File: src/rtl/pc_pkg.sv
// ============================================================================
//  Module   : pc_pkg
//  Brief    : Shared types, default constants and helpers for pc_gen.
//  Revision : 1.0 - initial release
// ============================================================================
`default_nettype none

package pc_pkg;

  // Fetch-sequencer states.
  typedef enum logic [1:0] {
    BOOT = 2'd0,
    RUN  = 2'd1,
    HALT = 2'd2
  } pc_state_e;

  localparam int unsigned DEF_XLEN         = 32;
  localparam int unsigned DEF_INC          = 4;
  localparam logic [63:0] DEF_RESET_VECTOR = 64'h0;

  // Mask that clears the low log2(inc) bits; inc is a power of two.
  function automatic logic [63:0] inc_align_mask(input logic [63:0] inc);
    return ~(inc - 64'd1);
  endfunction

endpackage

`default_nettype wire

File: src/rtl/pc_en_reg.sv
// ============================================================================
//  Module   : pc_en_reg
//  Brief    : Parametrised-width register with enable and synchronous
//             active-low reset to a parameter value.
//  Revision : 1.0 - initial release
// ============================================================================
`default_nettype none

module pc_en_reg #(
  parameter int unsigned    W       = 32,
  parameter logic [W-1:0]   RST_VAL = '0
) (
  input  logic         clk,
  input  logic         reset,
  input  logic         en,
  input  logic [W-1:0] d,
  output logic [W-1:0] q
);

  // Load d when enabled; reset value wins on any edge with reset low.
  always_ff @(posedge clk) begin
    if (!reset) begin
      q <= RST_VAL;
    end else if (en) begin
      q <= d;
    end
  end

endmodule

`default_nettype wire

File: src/rtl/pc_gen.sv
// ============================================================================
//  Module   : pc_gen
//  Brief    : Fetch-stage program-counter generator with valid/ready
//             handshake, stall, redirect, trap entry, halt and a wrapping
//             accepted-fetch counter.
//             Optional macro PC_ALIGN_CHECK_EN: reject redirect targets that
//             are not INC-aligned and pulse misalign_err for one cycle.
//  Revision : 1.0 - initial release
// ============================================================================
`default_nettype none

module pc_gen
  import pc_pkg::*;
#(
  parameter int unsigned       XLEN         = DEF_XLEN,
  parameter int unsigned       INC          = DEF_INC,
  parameter logic [XLEN-1:0]   RESET_VECTOR = XLEN'(DEF_RESET_VECTOR),
  parameter int unsigned       CNT_W        = 32
) (
  input  logic             clk,
  input  logic             reset,
  input  logic             stall,
  input  logic             halt,
  input  logic             redirect_valid,
  input  logic [XLEN-1:0]  redirect_target,
  input  logic             trap_valid,
  input  logic [XLEN-1:0]  trap_target,
  input  logic             fetch_ready,
  output logic [XLEN-1:0]  pc,
  output logic             pc_valid,
  output logic [XLEN-1:0]  pc_plus_inc,
  output logic [CNT_W-1:0] fetch_count,
  output logic             misalign_err
);

  localparam logic [XLEN-1:0] ALIGN_MASK = XLEN'(inc_align_mask(64'(INC)));
  localparam logic [XLEN-1:0] INC_X      = XLEN'(INC);

  pc_state_e       state, state_n;
  logic            pc_valid_n;
  logic            pc_en;
  logic [XLEN-1:0] pc_n;
  logic            accept;
  logic            advance;
  logic            redirect_ok;
  logic            misalign_hit;
  logic            misalign_n;

  assign accept      = pc_valid & fetch_ready;
  assign advance     = accept & ~stall;
  assign pc_plus_inc = pc + INC_X;

`ifdef PC_ALIGN_CHECK_EN
  assign misalign_hit = redirect_valid & ((redirect_target & ~ALIGN_MASK) != '0);
  assign redirect_ok  = redirect_valid & ~misalign_hit;
`else
  assign misalign_hit = 1'b0;
  assign redirect_ok  = redirect_valid;
`endif

  // Next-pc priority mux and FSM next-state; trap beats redirect beats halt.
  always_comb begin
    state_n    = state;
    pc_n       = pc;
    pc_en      = 1'b0;
    pc_valid_n = pc_valid;
    misalign_n = 1'b0;
    unique case (state)
      BOOT: begin
        state_n    = RUN;
        pc_valid_n = 1'b1;
      end
      RUN: begin
        if (trap_valid) begin
          pc_n  = trap_target & ALIGN_MASK;
          pc_en = 1'b1;
        end else if (redirect_ok) begin
          pc_n  = redirect_target;
          pc_en = 1'b1;
        end else begin
          misalign_n = misalign_hit;
          if (halt) begin
            state_n    = HALT;
            pc_valid_n = 1'b0;
          end else if (advance) begin
            pc_n  = pc + INC_X;
            pc_en = 1'b1;
          end
        end
      end
      HALT: begin
        if (trap_valid) begin
          pc_n       = trap_target & ALIGN_MASK;
          pc_en      = 1'b1;
          state_n    = RUN;
          pc_valid_n = 1'b1;
        end else if (redirect_ok) begin
          pc_n       = redirect_target;
          pc_en      = 1'b1;
          state_n    = RUN;
          pc_valid_n = 1'b1;
        end else begin
          misalign_n = misalign_hit;
        end
      end
      default: begin
        state_n    = BOOT;
        pc_valid_n = 1'b0;
      end
    endcase
  end

  // State and request-valid registers.
  always_ff @(posedge clk) begin
    if (!reset) begin
      state    <= BOOT;
      pc_valid <= 1'b0;
    end else begin
      state    <= state_n;
      pc_valid <= pc_valid_n;
    end
  end

`ifdef PC_ALIGN_CHECK_EN
  // One-cycle error pulse for each rejected misaligned redirect.
  always_ff @(posedge clk) begin
    if (!reset) begin
      misalign_err <= 1'b0;
    end else begin
      misalign_err <= misalign_n;
    end
  end
`else
  assign misalign_err = 1'b0;
  logic unused_misalign;
  assign unused_misalign = misalign_n;
`endif

  pc_en_reg #(
    .W       (XLEN),
    .RST_VAL (RESET_VECTOR)
  ) u_pc_reg (
    .clk   (clk),
    .reset (reset),
    .en    (pc_en),
    .d     (pc_n),
    .q     (pc)
  );

  // Every accepted request counts, even while stalled.
  pc_en_reg #(
    .W       (CNT_W),
    .RST_VAL ('0)
  ) u_cnt_reg (
    .clk   (clk),
    .reset (reset),
    .en    (accept),
    .d     (fetch_count + CNT_W'(1)),
    .q     (fetch_count)
  );

endmodule

`default_nettype wire

File: config.mk
export PLATFORM = sky130hd
export DESIGN_NAME = pc_gen
export DESIGN_NICKNAME = d
export VERILOG_FILES = /design/src/rtl/pc_pkg.sv /design/src/rtl/pc_en_reg.sv /design/src/rtl/pc_gen.sv
export SDC_FILE = /design/constraint.sdc
export NUM_CORES = 1
export LEC_CHECK = 0
export CAP_MARGIN = 10
export CORE_MARGIN = 4
export CORE_UTILIZATION = 45
export DETAILED_ROUTE_END_ITERATION = 12
export PLACE_DENSITY = 0.86
export SLEW_MARGIN = 20
export SYNTH_ARGS = -nofsm -noshare
export SYNTH_HDL_FRONTEND = slang
export SYNTH_HIERARCHICAL = 1
export SYNTH_SLANG_ARGS = --single-unit
export TNS_END_PERCENT = 30
File: constraint.sdc
create_clock -name clk -period 2.1 [get_ports clk]
set_input_delay 0.315 -clock clk [delete_from_list [all_inputs] [get_ports clk]]
set_output_delay 0.315 -clock clk [all_outputs]
set_load 0.01 [all_outputs]
==> out/results.tsv, run 1 <==
metric	value	unit
final number of max-transition violations	0	
RePlAce Congestion	1.01	
n_diodes	0	
# DRC	0	
CP Max Fanout	3	
CTS sink count	67	
Leak	0.00399	µW
share of post-route cells with drive strength above 1	30.0	%
first-pass GRT wire length	39300	µm
Initial Utilization	45.9	%
critical path class	reg2out	
post-route worst setup slack	-0.410	ns
net total in the final layout	1150	
combinational power share	34.9	%
CTS Buf Count	9	
Switch Pwr	1550	µW
synthesized instance count	776	
final wirelength	28100	µm
clock skew	0.00934	ns
Filler cells	855	
Synthesis Warnings	6	
Clock power frac	35.6	%
top-area cell type share of the netlist area	22.1	%
worst path required time	1.78	ns
Vias/cell	6.39	
Hold WS	0.541	ns
failing checks	setup timing	
PortBufs	165	
Antenna Nets Post-Route	0	
synth top area cells	dfxtp_1 22%, mux2i_1 13%, nor2b_1 7.5%	
ys async rst share	0	%
Post-DP Area	0.00890	mm²
crit path capture type	output port	
maximum root-to-sink buffer count	2	
Post-Syn Nets	853	
cell with the most instances after synthesis	mux2i_1	
Final min period	2.51	ns
Arrival @ worst endpoint	2.20	ns
Pwr Density	467	mW/mm²
post-place setup slack	-0.400	ns
Layout area overhead	61.5	%
Multi-input gate area	0.00471	mm²
Setup crit start kind	flip-flop	
core box area	0.0132	mm²
Chip Width	124	µm
CTS root buf	clkbuf_16	
Final Cell Area	0.00978	mm²
Clock Latency Late Sink	0.35	ns
most used cell, CP	buf_6	
run status	finished with violations	
Int Pwr	3020	µW
Die Y	124	µm
worst hold path type	reg2reg	
number of global-route vias before repair	7494	
die area	0.0154	mm²
remaining global-route overflow	0	
max_cap viols	0	
top_reg_cell synth	dfxtp_1	
Finished Core Util	74.2	%
Cell variety after synth	67	
via count	8019	
Final setup viols	43	
slowest cell on the critical path	dfxtp_4	
Tcrit/Tclk final	120	%
sequential fraction of the synthesis area	22.1	%
mapped cell area	0.00606	mm²
register bit total from synthesis	67	
CTS HTree Levels	3	
Detailed Routing Iterations Pass 1	10	
Post-synth top cells	77 x mux2i_1, 73 x nor2b_1, 67 x dfxtp_1	
peak supply drop	0.000347	V
max frequency	398	MHz
Yosys top cell by area	dfxtp_1	
Final Hold Vio Count	0	
Sw Share	33.9	%
Post-synth EDFFs	0	
Total GRT Usage	33.0	%
RSZ-0062 raised after global routing	true	
Crit path largest cell delay	0.38	ns
Avg Synthesized Cell Area	7.81	µm²
Ports	169	
critical path, cell by cell	nand4_1, buf_6, nor4_4, buf_4, buf_6, and3_4, xnor2_4, inv_1, buf_2	
Worst-Margin Slew	0.598	ns
Core Rows	42	
largest net degree at the start of global routing	50	
CTS tree	done	
clock slew at reported path FFs	0.06	ns
part of the power in registers	29.5	%
setup tns final	-7.65	ns
post-DR wirelength/cell	22.4	µm
Reg area	0.00139	mm²
initial antenna violation count	0	
Rel. slew slack	59.7	%
placed wire-length estimate	17700	µm
Initial DRC Count	1285	
-- metal layers --
layer,track usage (%),share of wire [%],vias to the layer above
li1,-,-,3393
met1,39.1,34,3590
met2,52.6,44,813
met3,10.2,15,223
met4,19.0,7.6,0
met5,0,0,-
-- through the flow --
stage          instances  total power [µW]
2_1_floorplan        776              2200
3_3_place_gp        1221              2800
3_5_place_dp        1221              2820
4_1_cts             1249              4420
5_1_grt             1254              4690
6_report            1254              4560
-- logic make-up after synthesis --
kind of cell    after synthesis  share of synthesized area (%)
mux                          81                           13.5
compound gates              151                           16.8
fa+ha+maj                     6                           1.24
other cells                   1                         0.0619
buf+inv                      81                           7.91
xor+xnor                     64                           9.25
simple gates                325                           29.1
flops                        67                           22.1
-- flip-flops by register name, indices dropped and copies added (netlist names) --
| register | count |
|---|---|
| u_pc_reg/q | 32 |
| pc_valid | 1 |
| u_cnt_reg/q | 32 |
| state | 2 |
-- placed cells by master (no fill, tap or decap), types with 9 or more instances in the layout --
| cell | instances |
|---|---|
| nand4_1 | 24 |
| o21ai_0 | 32 |
| xnor2_1 | 31 |
| mux2i_1 | 77 |
| dfxtp_4 | 9 |
| clkdlybuf4s50_1 | 137 |
| nor2_1 | 49 |
| nand3_1 | 23 |
| dfxtp_1 | 49 |
| xor2_1 | 26 |
| nor2b_1 | 70 |
| nand2_1 | 50 |
| a22oi_1 | 12 |
| clkbuf_16 | 9 |
| a21oi_1 | 33 |
| nor3_1 | 16 |
| buf_2 | 21 |
| dfxtp_2 | 9 |
| buf_4 | 167 |
| inv_1 | 9 |
| buf_6 | 18 |
-- critical path, delay by kind of cell (launching register included) --
kind,cells,cell delay (ns)
XOR/XNOR,1,0.12
AND/OR/NAND/NOR,3,0.68
flip-flops,1,0.38
buffers and inverters,5,0.67
-- timing repair --
action | 4_1_cts | 5_1_grt
pin swaps | 17 | 21
hold buffers | 0 | 0
buffers inserted | 12 | 5
resized for setup | 161 | 61
endpoints found under the setup margin | 58 | 60
-- final cells by class --
type                            instances  share of cell area (%)
Multi-Input combinational cell        628                    48.2
Timing Repair Buffer                  355                    31.8
Sequential cell                        67                    14.2
Clock buffer                           10                    2.44
Tap cell                              176                    2.25
Clock inverter                          6                   0.742
Inverter                               12                   0.460
-- power groups by stage --
| stage | clock (µW) | sequential, µW | combinational [µW] |
|---|---|---|---|
| 2_1_floorplan | 0 | 1390 | 806 |
| 3_3_place_gp | 0 | 1370 | 1430 |
| 3_5_place_dp | 0 | 1370 | 1440 |
| 4_1_cts | 1630 | 1340 | 1450 |
| 5_1_grt | 1700 | 1350 | 1640 |
| 6_report | 1620 | 1350 | 1590 |
-- path summary, 6_finish.rpt --
path / to / slack (ns) / from / cells after the start
worst max-delay path: pc_plus_inc[15] / -0.41 / u_pc_reg/q[9] / 9
worst max register to register: u_pc_reg/q[25] / -0.27 / u_pc_reg/q[2] / 9
worst min-delay path: u_cnt_reg/q[30] / 0.54 / u_cnt_reg/q[30] / 2
worst min register to register: u_cnt_reg/q[30] / 0.54 / u_cnt_reg/q[30] / 2
Note: power is estimated with default switching activity, not from simulation.
==> run 2, diff against run 1 <==
--- a/config.mk
+++ b/config.mk
@@ -10,6 +10,8 @@
 export CORE_UTILIZATION = 45
 export DETAILED_ROUTE_END_ITERATION = 12
 export PLACE_DENSITY = 0.86
+export SKIP_CTS_REPAIR_TIMING = 1
+export SKIP_LAST_GASP = 1
 export SLEW_MARGIN = 20
 export SYNTH_ARGS = -nofsm -noshare
 export SYNTH_HDL_FRONTEND = slang
==> constraint.sdc (replaced) <==
create_clock -name clk -period 2.1 [get_ports clk]
set_input_delay 0.525 -clock clk [delete_from_list [all_inputs] [get_ports clk]]
set_output_delay 0.525 -clock clk [all_outputs]
set_load 0.01 [all_outputs]
==> run 2 against run 1 <==
The flow still finishes with violations (setup timing). Utilization shrank 1.7 points. Setup slack worse by 0.15 ns. Count of clock-buffer cells in the layout shrank 1. Power is 2.2% lower. Non-clock buffer count is 2 higher. Routed wire length is 9.7% lower.
==> out/results.tsv, run 2 (same netlist as run 1, synthesis figures left out) <==
metric	value	unit	change
Worst-Margin Slew	0.548	ns	-0.0501 ns
flop-to-flop setup slack	-0.38	ns	-0.11 ns
Final min period	2.66	ns	+0.154 ns
Hold Path Cell Cnt	2		unchanged
Leak	0.00399	µW	-0.11%
Vias/cell	5.99		-6.4%
RePlAce Congestion	0.976		-3.6%
CTS tree	done		
critical path, cell by cell	nand4_1, buf_4, nor4_4, buf_4, buf_4, and3_4, xnor2_2, inv_1, dlymetal6s2s_1		
largest net degree at the start of global routing	57		+14%
net total in the final layout	1152		+0.17%
most used cell, CP	buf_4		
die area	0.0154	mm²	unchanged
Rel. slew slack	63.4	%	+3.7 points
initial antenna violation count	0		unchanged
Ports	169		unchanged
Arrival @ worst endpoint	2.14	ns	-0.06 ns
failing checks	setup timing		
# DRC	0		unchanged
Total GRT Usage	31.2	%	-1.7 points
core box area	0.0132	mm²	unchanged
Final Hold Vio Count	0		unchanged
remaining global-route overflow	0		unchanged
PortBufs	165		unchanged
RSZ-0062 raised after global routing	true		
run status	finished with violations		
Final setup viols	60		+40%
max_cap viols	0		unchanged
placed wire-length estimate	17900	µm	+1.4%
CTS Buf Count	9		unchanged
clock slew at reported path FFs	0.07	ns	about the same
Detailed Routing Iterations Pass 1	5		-5
Post-DP Area	0.00904	mm²	+1.6%
HP Start	u_cnt_reg/q[30]		
Layout area overhead	57.8	%	
worst hold path type	reg2reg		
final wirelength	25300	µm	-9.7%
Worst Hold Path EP	u_cnt_reg/q[30]		
Reg area	0.00138	mm²	-0.54%
Antenna Nets Post-Route	0		unchanged
crit path capture type	output port		
slowest cell on the critical path	dfxtp_4		
most common cell after layout, fill and taps aside	buf_4		
post-DR wirelength/cell	20.2	µm	-9.8%
r2r startpoint	u_pc_reg/q[2]		
Initial DRC Count	887		-31%
most frequent cells in the layout	178 x buf_4, 141 x clkdlybuf4s50_1, 77 x mux2i_1		
number of global-route vias before repair	7171		-4.3%
Core Rows	42		unchanged
Setup crit start kind	flip-flop		
post-place setup slack	-0.542	ns	-0.141 ns
clock skew	0.0112	ns	+0.00189 ns
first-pass GRT wire length	37800	µm	-3.8%
peak supply drop	0.000275	V	-21%
Tcrit/Tclk final	127	%	+7.3 points
setup tns final	-15.29	ns	-7.64 ns
Final Cell Area	0.00956	mm²	-2.3%
Top Registers	u_cnt_reg/q (32), u_pc_reg/q (32), state (2)		
Chip Width	124	µm	unchanged
maximum root-to-sink buffer count	2		unchanged
critical path class	reg2out		
Clock Latency Late Sink	0.34	ns	about the same
worst path required time	1.57	ns	-0.21 ns
post-route worst setup slack	-0.564	ns	-0.154 ns
Multi-input gate area	0.00447	mm²	-5.0%
Pwr Density	467	mW/mm²	about the same
share of post-route cells with drive strength above 1	26.8	%	-3.2 points
CP Max Fanout	4		+1
n_diodes	0		unchanged
Die Y	124	µm	unchanged
worst r2r path cells	10		+1
Filler cells	934		+9.2%
via count	7521		-6.2%
r2r endpoint	u_pc_reg/q[24]		
final number of max-transition violations	0		unchanged
CTS HTree Levels	3		unchanged
max frequency	375	MHz	-5.8%
CTS root buf	clkbuf_16		
Initial Utilization	45.9	%	unchanged
CTS sink count	67		unchanged
Crit path largest cell delay	0.37	ns	about the same
## run 2: cell types whose count changed in the layout (fill, tap and decap cells not counted), sizes merged, moves of 2 or more
cell,before,now
buf,212,204
dlymetal6s2s,1,7
clkbuf,10,14
clkdlybuf4s50,137,141
dlygate4sd2,3,0
clkdlybuf4s15,2,0
inv,12,14
## run 2: power by group
part	internal [µW]	switching [µW]	total (µW)
Sequential	1310	38.8	1350
Clock	939	669	1610
Combinational	731	777	1510
Total	2980	1480	4460
## run 2: per-layer routing
metal | GRT usage, % | share of wire [%] | vias to the layer above
li1 | - | - | 3390
met1 | 38.6 | 39 | 3461
met3 | 7.18 | 11 | 122
met2 | 52.1 | 46 | 548
met4 | 13.3 | 4.8 | 0
met5 | 0 | 0 | -
## run 2: metrics by stage
step	total power [µW]	util, %	std cells	hold WS (ns)
after global routing	4600	72.4	1256	0.566
after detailed placement	2830	68.5	1230	0.542
after CTS	4430	70.8	1246	0.551
after global placement	2800	68.5	1230	0.521
after floorplan	2200	-	776	0.477
final	4460	72.4	1256	0.542
## run 2: final cells by class
type                            count  share of cell area [%]
Multi-Input combinational cell    628                    46.8
Timing Repair Buffer              357                    32.8
Clock inverter                      7                   0.851
Inverter                           12                   0.471
Clock buffer                        9                    2.36
Tap cell                          176                    2.30
Sequential cell                    67                    14.4
## run 2: worst max path at each step
stage / startpoint / endpoint / slack, ns / cells past startpoint
after floorplan: u_pc_reg/q[2] / pc_plus_inc[30] / -0.11 / 7
after global placement: u_pc_reg/q[2] / pc_plus_inc[15] / -0.53 / 8
after detailed placement: u_pc_reg/q[2] / pc_plus_inc[27] / -0.54 / 6
after CTS: u_pc_reg/q[3] / pc_plus_inc[27] / -0.92 / 6
after global routing: u_pc_reg/q[10] / pc_plus_inc[15] / -0.62 / 9
final: u_pc_reg/q[10] / pc_plus_inc[15] / -0.56 / 9
## run 2: critical path: cells and delay by family, from the launching register on
family	cells	cell delay, ns
flip-flops	1	0.37
XOR/XNOR	1	0.12
AND/OR/NAND/NOR	3	0.58
buffers and inverters	5	0.72
